==> src/rtl/pipe_hazard_ctrl.sv <==
// Pipeline hazard controller: load-use stalls, branch flush bubbles, memory-wait
// freeze with sticky timeout, and registered EX operand-forwarding selects.
module pipe_hazard_ctrl #(
  parameter int FLUSH_SLOTS = 2,
  parameter int MEM_TIMEOUT = 15
) (
  input  logic        clk,
  input  logic        rst,
  input  logic [4:0]  id_rs,
  input  logic [4:0]  id_rt,
  input  logic        id_use_rs,
  input  logic        id_use_rt,
  input  logic [4:0]  ex_rd,
  input  logic        ex_regwrite,
  input  logic        ex_memread,
  input  logic [4:0]  mem_rd,
  input  logic        mem_regwrite,
  input  logic        branch_taken,
  input  logic        mem_busy,
  output logic        pc_en,
  output logic        ifid_en,
  output logic        idex_en,
  output logic        exmem_en,
  output logic        ifid_flush,
  output logic        idex_flush,
  output logic [1:0]  fwd_a,
  output logic [1:0]  fwd_b,
  output logic        mem_err,
  output logic [15:0] stall_cnt
);

  typedef enum logic [1:0] {
    ST_RUN     = 2'd0,
    ST_FLUSH   = 2'd1,
    ST_MEMWAIT = 2'd2
  } state_t;

  localparam logic [2:0]  FLUSH_LOAD  = 3'(FLUSH_SLOTS - 1);
  localparam logic [7:0]  TIMEOUT     = 8'(MEM_TIMEOUT);
  localparam logic [1:0]  FWD_RF      = 2'b00;
  localparam logic [1:0]  FWD_MEM     = 2'b01;
  localparam logic [1:0]  FWD_WB      = 2'b10;

  state_t      r_state;
  state_t      w_cur;
  state_t      w_next;
  logic [2:0]  r_flush_cnt;
  logic [2:0]  w_flush_cnt_nxt;
  logic [7:0]  r_wait_cnt;
  logic [1:0]  r_fwd_a;
  logic [1:0]  r_fwd_b;
  logic        r_mem_err;
  logic [15:0] r_stall_cnt;

  logic        w_load_use;
  logic [1:0]  w_fwd_a;
  logic [1:0]  w_fwd_b;
  logic        w_pc_en;
  logic        w_ifid_en;
  logic        w_idex_en;
  logic        w_exmem_en;
  logic        w_ifid_flush;
  logic        w_idex_flush;

  function automatic logic [1:0] fwd_sel(input logic [4:0] src);
    if (ex_regwrite && (ex_rd != 5'd0) && (ex_rd == src))
      return FWD_MEM;
    else if (mem_regwrite && (mem_rd != 5'd0) && (mem_rd == src))
      return FWD_WB;
    else
      return FWD_RF;
  endfunction

  assign w_load_use = ex_memread && ex_regwrite && (ex_rd != 5'd0) &&
                      ((id_use_rs && (id_rs == ex_rd)) ||
                       (id_use_rt && (id_rt == ex_rd)));

  assign w_fwd_a = fwd_sel(id_rs);
  assign w_fwd_b = fwd_sel(id_rt);

  // Reset forces the RUN decode even before the state register has been cleared.
  assign w_cur = rst ? ST_RUN : r_state;

  // NOTE: every signal driven here gets a default first so no path leaves it
  // unassigned; a missing default would infer a latch.
  always_comb begin
    w_pc_en         = 1'b1;
    w_ifid_en       = 1'b1;
    w_idex_en       = 1'b1;
    w_exmem_en      = 1'b1;
    w_ifid_flush    = 1'b0;
    w_idex_flush    = 1'b0;
    w_next          = w_cur;
    w_flush_cnt_nxt = r_flush_cnt;

    case (w_cur)
      ST_FLUSH: begin
        if (mem_busy) begin
          {w_pc_en, w_ifid_en, w_idex_en, w_exmem_en} = 4'b0000;
        end else begin
          w_ifid_flush    = 1'b1;
          w_idex_flush    = 1'b1;
          w_flush_cnt_nxt = r_flush_cnt - 3'd1;
          if (r_flush_cnt <= 3'd1)
            w_next = ST_RUN;
        end
      end
      // MEMWAIT decodes exactly like RUN: busy keeps it frozen, and the first
      // ready cycle takes whatever RUN would do, including a pending branch.
      default: begin
        if (mem_busy) begin
          {w_pc_en, w_ifid_en, w_idex_en, w_exmem_en} = 4'b0000;
          w_next = ST_MEMWAIT;
        end else if (branch_taken) begin
          w_ifid_flush    = 1'b1;
          w_idex_flush    = 1'b1;
          w_flush_cnt_nxt = FLUSH_LOAD;
          w_next          = (FLUSH_SLOTS == 1) ? ST_RUN : ST_FLUSH;
        end else if (w_load_use) begin
          w_pc_en      = 1'b0;
          w_ifid_en    = 1'b0;
          w_idex_flush = 1'b1;
          w_next       = ST_RUN;
        end else begin
          w_next = ST_RUN;
        end
      end
    endcase
  end

  // NOTE: state registers use non-blocking assignments so every flop samples
  // the pre-edge values regardless of statement order.
  always_ff @(posedge clk) begin
    if (rst) begin
      r_state     <= ST_RUN;
      r_flush_cnt <= 3'd0;
      r_wait_cnt  <= 8'd0;
      r_fwd_a     <= FWD_RF;
      r_fwd_b     <= FWD_RF;
      r_mem_err   <= 1'b0;
      r_stall_cnt <= 16'd0;
    end else begin
      r_state     <= w_next;
      r_flush_cnt <= w_flush_cnt_nxt;

      if (!mem_busy)
        r_wait_cnt <= 8'd0;
      else if (r_wait_cnt != TIMEOUT)
        r_wait_cnt <= r_wait_cnt + 8'd1;

      if (mem_busy && (r_wait_cnt >= TIMEOUT - 8'd1))
        r_mem_err <= 1'b1;

      if (w_idex_en) begin
        r_fwd_a <= w_idex_flush ? FWD_RF : w_fwd_a;
        r_fwd_b <= w_idex_flush ? FWD_RF : w_fwd_b;
      end

      if (!w_pc_en && (r_stall_cnt != 16'hFFFF))
        r_stall_cnt <= r_stall_cnt + 16'd1;
    end
  end

  assign pc_en      = w_pc_en;
  assign ifid_en    = w_ifid_en;
  assign idex_en    = w_idex_en;
  assign exmem_en   = w_exmem_en;
  assign ifid_flush = w_ifid_flush;
  assign idex_flush = w_idex_flush;
  assign fwd_a      = r_fwd_a;
  assign fwd_b      = r_fwd_b;
  assign mem_err    = r_mem_err;
  assign stall_cnt  = r_stall_cnt;

endmodule

==> config.mk <==
export PLATFORM = sky130hd
export DESIGN_NAME = pipe_hazard_ctrl
export DESIGN_NICKNAME = d
export VERILOG_FILES = /design/src/rtl/pipe_hazard_ctrl.sv
export SDC_FILE = /design/constraint.sdc
export NUM_CORES = 1
export LEC_CHECK = 0
export CORE_ASPECT_RATIO = 0.8
export CORE_UTILIZATION = 30
export CTS_CLUSTER_DIAMETER = 40
export DETAILED_ROUTE_END_ITERATION = 7
export GPL_ROUTABILITY_DRIVEN = 0
export PLACE_DENSITY = 0.65
export SYNTH_ARGS = -nofsm -noshare
export SYNTH_HDL_FRONTEND = slang
export SYNTH_SLANG_ARGS = --single-unit
==> constraint.sdc <==
create_clock -name clk -period 4.6 [get_ports clk]
set_input_delay 0.69 -clock clk [delete_from_list [all_inputs] [get_ports clk]]
set_output_delay 0.69 -clock clk [all_outputs]
set_load 0.05 [all_outputs]
==> flow_metrics.tcl <==
set metrics [dict create \
    status "finished clean" \
    cts_sinks 34 \
    cts_setup_buffers 0 \
    avgSynthCellArea_sq_um 8.33 \
    min_period_ns 3.88 \
    clockBufferDepth 2 \
    worstPathCellList "clkdlybuf4s50_1 -> xnor2_1 -> nand3_1 -> or3_4 -> nand2_1 -> nand2_1 -> o21a_1 -> nor2_1 -> clkdlybuf4s50_1" \
    setup_viol 0 \
    portBuffers 55 \
    ys_seq_area_share_pct 36.2 \
    antenna_cells 0 \
    cts_tree "yes" \
    insertion_delay_ns 0.28 \
    grt_usage_pct 14.8 \
    yosys-top-cells-area "dfxtp_1 (36%), xnor2_1 (7.0%), xor2_1 (5.6%), nor2_1 (5.0%), a21oi_1 (4.0%)" \
    synth_nets 260 \
    yosys.area.top_type_share_pct 36.2 \
    clkTransAtPathRegs_ns 0.06 \
    clock.fmax_mhz 258 \
    wire_per_inst_um 12.8 \
    cp-startpoint "ex_rd[1]" \
    worst_hold_path_type "reg2reg" \
    slowest_delay_ns 0.82 \
    synthCells 226 \
    gr-total-overflow 0 \
    ys_seq_elements 34 \
    skew_ns 0.00641 \
    vias_per_cell 4.99 \
    grt_max_degree 22 \
    fin_nets 317 \
    antenna_found_initial 0 \
    drive_gt1_share_pct 4.61 \
    cts-hold-fix-buffers 0 \
    maxSlewHeadroom_pct 51.4 \
    ys_types 39 \
    drt-total-wl_mm 4.63 \
    reg2reg_from "stall_cnt[7]" \
    worstSetupEndpointType "output pin" \
    whs_ns 0.470 \
    io_pins 56 \
    drc 0 \
    syn2layout_area_growth_pct 37.4 \
    critPathLaunchType "primary input" \
    fp.dieH_um 72.8 \
    yosysWarnings 0 \
    fp.dieArea_sq_um 6600 \
    pre_cts_ws_ns 0.697 \
    die_w_um 90.6 \
    vdd_ir_drop_max_v 0.000101 \
    cp_slowest_cell "clkdlybuf4s50_1" \
    synth_area_sq_um 1880 \
    cap_violations 0 \
    setup-tns-final_ns 0 \
    drt_iter0_drc 91 \
    num_vias 1810 \
    dpl.hpwl_mm 3.67 \
    num_rows 25 \
    grt_pass1_wl_mm 7.80 \
    total_power_uw 631 \
    htree_levels 2 \
    synth_top_area_cell "dfxtp_1" \
    grt_pass1_vias 1735 \
    finalCritPeriodShare_pct 84.3 \
    slew_viol_final 0 \
    final_antenna_net_count 0 \
    path_class "in2out" \
    path_max_fanout 3 \
    dr.pass1.iters 5 \
    rsz0062_at_grt "false" \
    core_sq_um 5970 \
    power_per_cell_area_nw_per_um2 244 \
    setup_ws_ns 0.724 \
    required_ns 3.91 \
    p_leak_uw 0.000875 \
    min_from "fwd_a[1]" \
    start_util_pct 31.5 \
    worst_slew_pin_slew_ns 0.730 \
    cp.arrival_ns 3.19 \
    hold_viol 0 \
    root_buffer "clkbuf_8" \
    cts_inserted_buffers 5 \
    cts-resized-gates 0 \
]
cell usage after synthesis (all sizes together):
cell      n
dfxtp    34
nor2     25
a21oi    16
nand2    16
xnor2    15
nand3    12
xor2     12
inv       9
o21ai     9
nor3      8
o21a      8
nand4     6
or3       6
or4       6
ha        5
buf       4
nor4      4
o31ai     4
a31oi     3
nor2b     3
o211ai    3
and3      2
clkbuf    2
mux2      2
mux2i     2
o2111ai   2
a211oi    1
a311oi    1
and4      1
nand2b    1
o21bai    1
o311a     1
o31a      1
or2       1
critical path: cells and delay by family:
family / cells / cell delay (ns)
compound gates: 1 / 0.18
simple gates: 5 / 0.83
buf+inv: 2 / 1.36
xor+xnor: 1 / 0.14
through the flow:
stage | area, sq um | cells | utilization, %
after floorplan | 1880 | 226 | -
after global placement | 2500 | 357 | 41.9
after detailed placement | 2500 | 357 | 41.9
after CTS | 2590 | 363 | 43.3
after global routing | 2590 | 363 | 43.3
final | 2590 | 363 | 43.3
report_power, final:
group	internal [uW]	total, uW	leakage, uW	switching (uW)
registers	300	305	0.000275	5.36
clock network	115	214	0.0000431	98.3
logic	51.5	113	0.000557	61.0
path summary, 6_finish.rpt:
check / endpoint / slack [ns] / cells after the start
max: idex_flush / 0.72 / 9
min: fwd_a[1] / 0.47 / 2
max reg2reg: stall_cnt[11] / 2.18 / 7
min reg2reg: fwd_a[1] / 0.47 / 2
routing by layer:
layer / vias to the layer above / wire (um) / GRT usage [%]
li1: 935 / - / -
met1: 816 / 2210 / 18.2
met2: 55 / 2060 / 24.3
met3: 4 / 309 / 5.00
met4: 0 / 51 / 4.84
met5: - / 0 / 0
cells by family (layout without fill, tap and decap cells):
kind of cell | after synthesis | in the layout | share of synthesized area [%]
xor+xnor | 27 | 27 | 12.6
simple gates | 91 | 91 | 24.3
compound gates | 50 | 50 | 17.6
fa+ha+maj | 5 | 5 | 3.32
buf+inv | 15 | 71 | 3.79
flops | 34 | 34 | 36.2
mux | 4 | 4 | 2.26
cell usage in the layout, fill, tap and decap left out, drive strengths merged:
cell type	instances
inv	9
dfxtp	34
o31ai	4
mux2i	2
nand2	16
buf	1
a311oi	1
mux2	2
or4	6
ha	5
clkbuf	6
and4	1
xor2	12
a211oi	1
nor4	4
o2111ai	2
nor2b	3
nand3	12
o31a	1
a21oi	16
nand2b	1
nand4	6
or2	1
o21ai	9
o311a	1
o21a	8
xnor2	15
o21bai	1
or3	6
a31oi	3
and3	2
o211ai	3
nor2	25
nor3	8
clkdlybuf4s50	55
sequential cells by signal, summed over array words and instances, names as in the netlist:
name         flops
stall_cnt       16
r_wait_cnt       8
r_flush_cnt      3
fwd_a            2
fwd_b            2
r_state          2
mem_err          1
cell type report:
cell class,count,area [sq um]
clock buffer,6,82.6
fill,602,3390
inverter,9,33.8
multi-input combinational,177,1130
sequential,34,681
tap,81,101
timing repair buffer,56,558
(Power assumes the default switching activity.)
